### src/rtl/fetch_pkg.sv
// Shared types and constants for the instruction fetch queue.
package fetch_pkg;

    // Fetch FSM: no request, request with data kept, request with data discarded.
    typedef enum logic [1:0] {
        IDLE  = 2'd0,
        REQ   = 2'd1,
        DRAIN = 2'd2
    } fetch_state_e;

    // Byte distance between consecutive sequential instructions.
    localparam logic [31:0] INST_STEP = 32'd4;

    // One queued instruction together with its byte address.
    typedef struct packed {
        logic [31:0] pc;
        logic [31:0] inst;
    } fetch_entry_t;

endpackage

### src/rtl/fetch_fifo.sv
// Synchronous FIFO of fetch entries with flush, push, pop and occupancy count.
module fetch_fifo
    import fetch_pkg::*;
#(
    parameter  int unsigned DEPTH = 4,
    localparam int unsigned AW    = $clog2(DEPTH),
    localparam int unsigned CW    = AW + 1
) (
    input  logic          clk_i,
    input  logic          rst_ni,
    input  logic          flush_i,
    input  logic          push_i,
    input  fetch_entry_t  push_entry_i,
    input  logic          pop_i,
    output fetch_entry_t  head_o,
    output logic          valid_o,
    output logic [CW-1:0] count_o
);

    localparam logic [AW:0] PTR_ONE = {{AW{1'b0}}, 1'b1};

    fetch_entry_t mem_q [DEPTH];
    logic [AW:0]  wr_ptr_q, wr_ptr_d;
    logic [AW:0]  rd_ptr_q, rd_ptr_d;

    // Pointer update; flush wins over push and pop.
    always_comb begin
        wr_ptr_d = wr_ptr_q;
        rd_ptr_d = rd_ptr_q;
        if (flush_i) begin
            wr_ptr_d = '0;
            rd_ptr_d = '0;
        end else begin
            if (push_i) wr_ptr_d = wr_ptr_q + PTR_ONE;
            if (pop_i)  rd_ptr_d = rd_ptr_q + PTR_ONE;
        end
    end

    // Pointer registers.
    always_ff @(posedge clk_i or negedge rst_ni) begin
        if (!rst_ni) begin
            wr_ptr_q <= '0;
            rd_ptr_q <= '0;
        end else begin
            wr_ptr_q <= wr_ptr_d;
            rd_ptr_q <= rd_ptr_d;
        end
    end

    // Entry storage; cleared on reset so the head reads zero.
    always_ff @(posedge clk_i or negedge rst_ni) begin
        if (!rst_ni) begin
            for (int unsigned i = 0; i < DEPTH; i++) begin
                mem_q[i] <= '0;
            end
        end else if (push_i && !flush_i) begin
            mem_q[wr_ptr_q[AW-1:0]] <= push_entry_i;
        end
    end

    assign count_o = wr_ptr_q - rd_ptr_q;
    assign valid_o = (count_o != '0);
    assign head_o  = mem_q[rd_ptr_q[AW-1:0]];

endmodule

### src/rtl/instruction_fetch_queue.sv
// Instruction fetch unit: issues sequential fetches and buffers the returned
// words in a small queue; branch redirects flush the queue and retarget fetch.
module instruction_fetch_queue
    import fetch_pkg::*;
#(
    parameter  int unsigned DEPTH    = 4,
    parameter  logic [31:0] RESET_PC = 32'h0000_0000,
    localparam int unsigned CW       = $clog2(DEPTH) + 1
) (
    input  logic          clk,
    input  logic          rst,
    output logic          imem_req,
    output logic [31:0]   imem_addr,
    input  logic          imem_ack,
    input  logic [31:0]   imem_rdata,
    input  logic          redirect_valid,
    input  logic [31:0]   redirect_pc,
    output logic          inst_valid,
    output logic [31:0]   inst_data,
    output logic [31:0]   inst_pc,
    input  logic          inst_ready,
    output logic [CW-1:0] occupancy
);

    localparam logic [CW-1:0] FULL_CNT = CW'(DEPTH);
    localparam logic [CW-1:0] LAST_CNT = CW'(DEPTH - 1);

    fetch_state_e state_q, state_d;
    logic [31:0]  fetch_pc_q, fetch_pc_d;
    logic [31:0]  drain_addr_q, drain_addr_d;

    logic         fifo_push;
    logic         fifo_pop;
    logic         fifo_flush;
    fetch_entry_t push_entry;
    fetch_entry_t head;

    assign fifo_flush = redirect_valid;
    assign fifo_pop   = inst_valid && inst_ready && !redirect_valid;
    assign push_entry = '{pc: fetch_pc_q, inst: imem_rdata};

    // Next-state logic; redirect takes priority over ack, push and pop.
    // In DRAIN, fetch_pc already holds the redirect target while the
    // abandoned address is presented from drain_addr until its ack.
    always_comb begin
        state_d      = state_q;
        fetch_pc_d   = fetch_pc_q;
        drain_addr_d = drain_addr_q;
        fifo_push    = 1'b0;
        case (state_q)
            IDLE: begin
                if (redirect_valid) begin
                    fetch_pc_d = redirect_pc;
                    state_d    = REQ;
                end else if (occupancy < FULL_CNT) begin
                    state_d = REQ;
                end
            end
            REQ: begin
                if (redirect_valid) begin
                    fetch_pc_d = redirect_pc;
                    if (imem_ack) begin
                        state_d = REQ;
                    end else begin
                        drain_addr_d = fetch_pc_q;
                        state_d      = DRAIN;
                    end
                end else if (imem_ack) begin
                    fifo_push  = 1'b1;
                    fetch_pc_d = fetch_pc_q + INST_STEP;
                    // Post-push occupancy is occupancy + 1 - pop.
                    state_d    = (fifo_pop || (occupancy < LAST_CNT)) ? REQ : IDLE;
                end
            end
            DRAIN: begin
                if (redirect_valid) begin
                    fetch_pc_d = redirect_pc;
                end
                if (imem_ack) begin
                    state_d = REQ;
                end
            end
            default: begin
                state_d = IDLE;
            end
        endcase
    end

    // FSM and address registers.
    always_ff @(posedge clk or negedge rst) begin
        if (!rst) begin
            state_q      <= IDLE;
            fetch_pc_q   <= RESET_PC;
            drain_addr_q <= RESET_PC;
        end else begin
            state_q      <= state_d;
            fetch_pc_q   <= fetch_pc_d;
            drain_addr_q <= drain_addr_d;
        end
    end

    assign imem_req  = (state_q != IDLE);
    assign imem_addr = (state_q == DRAIN) ? drain_addr_q : fetch_pc_q;

    fetch_fifo #(
        .DEPTH (DEPTH)
    ) u_fifo (
        .clk_i        (clk),
        .rst_ni       (rst),
        .flush_i      (fifo_flush),
        .push_i       (fifo_push),
        .push_entry_i (push_entry),
        .pop_i        (fifo_pop),
        .head_o       (head),
        .valid_o      (inst_valid),
        .count_o      (occupancy)
    );

    assign inst_pc   = head.pc;
    assign inst_data = head.inst;

endmodule

### config.mk
export PLATFORM = sky130hd
export DESIGN_NAME = instruction_fetch_queue
export DESIGN_NICKNAME = d
export VERILOG_FILES = /design/src/rtl/fetch_pkg.sv /design/src/rtl/fetch_fifo.sv /design/src/rtl/instruction_fetch_queue.sv
export SDC_FILE = /design/constraint.sdc
export NUM_CORES = 1
export LEC_CHECK = 0
export CORE_ASPECT_RATIO = 1.4
export CORE_UTILIZATION = 58
export CTS_BUF_LIST = sky130_fd_sc_hd__clkbuf_4 sky130_fd_sc_hd__clkbuf_8
export DETAILED_ROUTE_END_ITERATION = 8
export GPL_ROUTABILITY_DRIVEN = 0
export HOLD_SLACK_MARGIN = 0.05
export PLACE_DENSITY = 0.82
export SLEW_MARGIN = 20
export SYNTH_ARGS = -nofsm -noshare
export SYNTH_HDL_FRONTEND = slang
export SYNTH_SLANG_ARGS = --single-unit
### constraint.sdc
create_clock -name clk -period 2.2 [get_ports clk]
set_input_delay 0.33 -clock clk [delete_from_list [all_inputs] [get_ports clk]]
set_output_delay 0.33 -clock clk [all_outputs]
set_load 0.03 [all_outputs]
After elaboration in Yosys (flattened, before gate mapping)
Index checks and enable logic that the tools add are counted.

Output and inout port bits: 101. Register bits after elaboration: 328.

Mux-type cells: 26. Equality and inequality tests: 6. Magnitude comparators: 5. Reductions and logical operators: 16. Bitwise gates (word level): 3. $add $sub $neg: 4.

Operators with widths (count): 256-bit bitwise mux (1); 64-bit 2-to-1 mux (3); 64-bit binary-select mux with 2-bit select (1); 64-bit demux with 2-bit select (1); 32-bit 2-to-1 mux (4); 32-bit one-hot mux with 2 select lines (1); 32-bit by 3-bit adder with 32-bit output, second input constant (1); 2-bit 2-to-1 mux (6); 3-bit 2-to-1 mux (4); 3-bit AND reduction (3); 2-bit nonzero test (4); 3-bit by 1-bit adder with 3-bit output, second input constant (2); 3-bit greater-or-equal comparator, second input constant (2); 3-bit inequality test, second input constant (2); 2-bit inverter with 3-bit output (2); 2-bit one-hot mux with 3 select lines (1); 1-bit logical AND (4); 1-bit 2-to-1 mux (4); 3-bit by 1-bit < comparator with 1-bit output, second input constant (1); 3-bit by 2-bit < comparator with 1-bit output, second input constant (1); 3-bit < comparator, second input constant (1); 3-bit nonzero test (1); 3-bit subtractor (1); 2-bit by 1-bit equality test with 1-bit output, second input constant (1); other kinds (8) (8).

Logic depth before layout (Yosys ltp)
Word-level depth: 9. Gate-level depth with buffers: 8.

Cells and area by module
A second synthesis with hierarchy kept.

Cells, all modules: 1042. Area, all modules: 16734.8 µm².

By module, submodules not included: fetch_fifo (seq. area each 6556.3 µm², cells each 660, area an instance 12796.0 µm², times used 1); instruction_fetch_queue (seq. area each 1651.6 µm², cells each 382, area an instance 3938.8 µm², times used 1).

Worst setup path after synthesis
Ideal clock, no wire load.

Path type: register to register. Start point: register u_fifo.wr_ptr_q[0]. End point: register u_fifo.rd_ptr_q[0]. Arrival: 2.117 ns. Setup time: 0.131 ns. Data required time: 2.069 ns. Cell stages (with the launch flop): 9. Path slack: -0.048 ns. Buffers on the path: 0. Cell sequence: dfrtp_1 > inv_1 > ha_1 > fa_1 > xnor3_1 > nand3_1 > nand2_1 > xor2_1 > nor2_1.

Cells in the longest elaborated chain, start to end: 5.

RTL lines: start, declared (RTL line fetch_fifo.sv:23) `logic [AW:0] wr_ptr_q, wr_ptr_d;`; start signal, assigned (RTL line fetch_fifo.sv:45) `wr_ptr_q <= wr_ptr_d;`; 3-bit subtractor (RTL line fetch_fifo.sv:61) `assign count_o = wr_ptr_q - rd_ptr_q;`; 3-bit nonzero test (RTL line fetch_fifo.sv:62) `assign valid_o = (count_o != '0);`; net inst_valid (RTL line instruction_fetch_queue.sv:18) `output logic inst_valid,`; 1-bit logical AND (2 in series) (RTL line instruction_fetch_queue.sv:39) `assign fifo_pop = inst_valid && inst_ready && !redirect_valid;`; 2-bit nonzero test (no line); end signal, assigned (RTL line fetch_fifo.sv:46) `rd_ptr_q <= rd_ptr_d;`; end, declared (RTL line fetch_fifo.sv:24) `logic [AW:0] rd_ptr_q, rd_ptr_d;`.

The timed path passes the listed nets, and every way through them passes these cells. A chain may end at the register's enable or synchronous reset.

Final worst setup path
Start point: register u_fifo.rd_ptr_q[0]. End point: output occupancy[2].

Cells in the longest elaborated chain, start to end: 1.

RTL lines: 3-bit subtractor (RTL line fetch_fifo.sv:61); end, declared (RTL line instruction_fetch_queue.sv:22) `output logic [CW-1:0] occupancy`.

No other way between the ends.

==> flow_summary_export.csv <==
group,metric,value,unit
pwr,powerDensity,1550,nW/um^2
placement,postPlaceCellArea,17600,um^2
clock_network,cts_tree,"yes",
timing,relSlewSlack,64.2,%
placement,dp.cells,1523,
floorplanning,initial_core_util,59.4,%
worst_setup_path,crit_type,"flip-flop to output pin",
cells_and_area,layout_commonest_cell,"dfrtp_1",
floorplanning,dieArea,26700,um^2
logic_synthesis,syn_inst,1044,
cells_and_area,final_nets,1362,
worst_setup_path,cp_cell_sequence,"ha_4, fa_2, xnor3_2, buf_6, inv_4, buf_12",
floorplanning,io_pins,170,
floorplanning,fp-row-count,69,
logic_synthesis,syn-num-nets,1121,
drt,via_per_inst,6.18,
global_routing,grt_max_degree,62,
clock_network,cts_buffer_depth,3,
drt,firstDrtPassIters,7,
placement,dp_hpwl,23100,um
cells_and_area,drive_gt1_share,49.8,%
timing,finClkSkew,26.9,ps
worst_setup_path,cp-start-kind,"flip-flop",
global_routing,grt_pass1_vias,10700,
drt,detail_route.wl_per_cell,22.9,um
worst_setup_path,cp.arrival,2210,ps
logic_synthesis,ys_async_sr_fraction,100,%
timing,fin_ws,-338,ps
drt,antenna_left,0,
timing,fin_crit_sh,115,%
worst_setup_path,critPathBufInv,3,
global_routing,grt_first_pass_wirelength,58800,um
logic_synthesis,synth.area.top_cells,"dfrtp_1 (54%), mux2_2 (20%), mux4_2 (9.5%)",
clock_network,clock-root-buffer,"clkbuf_8",
drt,vias,10200,
timing,rsz0062_at_grt,"true",
worst_setup_path,worstPathMaxFanout,4,
worst_hold_path,hold_path.class,"input pin to async pin",
drt,routed_wl,37700,um
floorplanning,core,25500,um^2
worst_setup_path,crit_slowest_cell,"dfrtp_4",
logic_synthesis,yosysTopAreaCellShare,54.3,%
logic_synthesis,syn_area_per_cell,14.5,um^2
timing,hold_viol_final,0,
clock_network,cts.clk_slew.worst_paths,70,ps
floorplanning,die_h,193,um
status,violations,"DRC, setup timing",
logic_synthesis,ys.flop_type,"dfrtp_1",
global_routing,track_usage,28.7,%
logic_synthesis,synth_area,15100,um^2
pwr,p_leak,8.83,nW
placement,dp_slack,25.6,ps
cells_and_area,stdcell_count,1643,
flow_run,cap_violations,0,
worst_setup_path,required,1870,ps
drt,drc,44,
logic_synthesis,synth_top_area_cell,"dfrtp_1",
clock_network,htree_levels,2,
worst_setup_path,crit_family,"flip-flops",
logic_synthesis,seq_area_frac_synth,54.3,%
logic_synthesis,synth.distinct_cells,58,
clock_network,numCtsBuffers,49,
timing,setup_viol,95,
timing,worstMarginPinSlew,537,ps
worst_setup_path,cp-end-kind,"output pin",
cells_and_area,fillerInstances,1458,
drt,first_iter_violations,771,
placement,io_buffers,169,
worst_setup_path,cpPeakStageDelay,520,ps
status,outcome,"finished with violations",
cells_and_area,layout_common_cells,"dfrtp_1 (326), mux2_2 (239), buf_4 (83)",
global_routing,antenna_found_initial,0,
pwr,power,30.3,mW
clock_network,insertion_delay,590,ps
logic_synthesis,yosys_register_bits,328,
global_routing,gr-total-overflow,0,
logic_synthesis,synth_edf_count,0,
clock_network,cts.sinks,328,
timing,maxSlewViolCount,0,
logic_synthesis,yosysWarnings,0,
floorplanning,die-width,138,um
pwr,peakVddDrop,0.898,mV
timing,fmax,394,MHz
cells_and_area,syn_to_final_growth,29.3,%
cells_and_area,design_area,19500,um^2
timing,finalCriticalPeriod,2540,ps
layout make-up:
class	count	area (um^2)	share of cell area [%]
sequential	328	8220	42.0
multi-input combinational	620	6650	34.0
timing repair buffer	277	3130	16.0
clock buffer	82	1050	5.36
tap	319	399	2.04
clock inverter	7	62.6	0.320
inverter	9	36.3	0.186
antenna	1	2.50	0.0128
final timing paths:
check                              startpoint           endpoint  slack, ps  cells after the start
min in group clk               redirect_pc[2]      fetch_pc_q[2]        370                      3
hold reg to reg             u_fifo.mem_q[113]  u_fifo.mem_q[113]        490                      1
max in group asynchronous                 rst  u_fifo.mem_q[155]       1150                      3
setup reg to reg                   state_q[0]   u_fifo.mem_q[75]        140                      8
hold / removal                            rst   drain_addr_q[18]        260                      2
setup / recovery           u_fifo.rd_ptr_q[0]       occupancy[2]       -340                      6
where the power goes:
| part | internal [mW] | leakage, nW | switching, mW |
|---|---|---|---|
| clock network | 3.11 | 0.590 | 2.33 |
| registers | 8.63 | 4.11 | 1.79 |
| logic | 7.47 | 4.13 | 6.99 |
| total | 19.2 | 8.83 | 11.1 |
flip-flops by register name, summed over array words and instances (netlist names):
register,cells
u_fifo.wr_ptr_q,3
state_q,2
drain_addr_q,32
u_fifo.rd_ptr_q,3
u_fifo.mem_q,256
fetch_pc_q,32
cells in the mapped netlist (5+ instances only):
| master | count |
|---|---|
| o22ai_1 | 5 |
| a21oi_1 | 31 |
| mux2_1 | 46 |
| clkbuf_1 | 27 |
| a32oi_1 | 6 |
| inv_1 | 9 |
| nand3_1 | 24 |
| mux2_2 | 268 |
| dfrtp_1 | 328 |
| mux4_2 | 64 |
| buf_2 | 45 |
| buf_1 | 10 |
| o21ai_0 | 27 |
| ha_1 | 7 |
| nor2_1 | 24 |
| nor3_1 | 7 |
| nand4_1 | 10 |
| a2bb2oi_1 | 5 |
| nand2_1 | 35 |
timing repair:
action                                  4_1_cts  5_1_grt
resized for setup                           324       15
pin swaps                                     3        0
hold buffers                                  1        0
cloned                                        2        3
endpoints found under the hold margin        50        0
endpoints found under the setup margin       99      101
setup buffers                                24        5
per-stage QoR:
| stage | setup TNS, ps | utilization (%) | hold WS [ps] |
|---|---|---|---|
| 2_1_floorplan | 0 | - | 34.4 |
| 3_3_place_gp | 0 | 69.2 | 297 |
| 3_5_place_dp | 0 | 69.2 | 304 |
| 4_1_cts | -17950 | 76.3 | 276 |
| 5_1_grt | -21000 | 76.7 | 304 |
| 6_report | -15690 | 76.7 | 262 |
metal layers:
metal	routed length (um)	global-route usage (%)	vias to the layer above
met5	0	0	-
met3	2340	4.79	97
met2	19500	49.8	416
met4	1390	13.1	0
li1	-	-	4358
met1	14500	35.7	5280
kinds of logic (layout without fill, tap and decap cells):
group | after synthesis | in the layout | share of synthesized area (%)
other | 0 | 1 | 0
muxes | 380 | 380 | 33.0
adders and majority gates | 8 | 8 | 0.712
DFF | 328 | 328 | 54.3
and+or+nand+nor | 133 | 133 | 4.87
AOI/OAI and AO/OA | 95 | 95 | 3.86
xor gates and xnor gates | 4 | 4 | 0.323
buffers and inverters | 96 | 375 | 2.90
(Power assumes the default switching activity.)
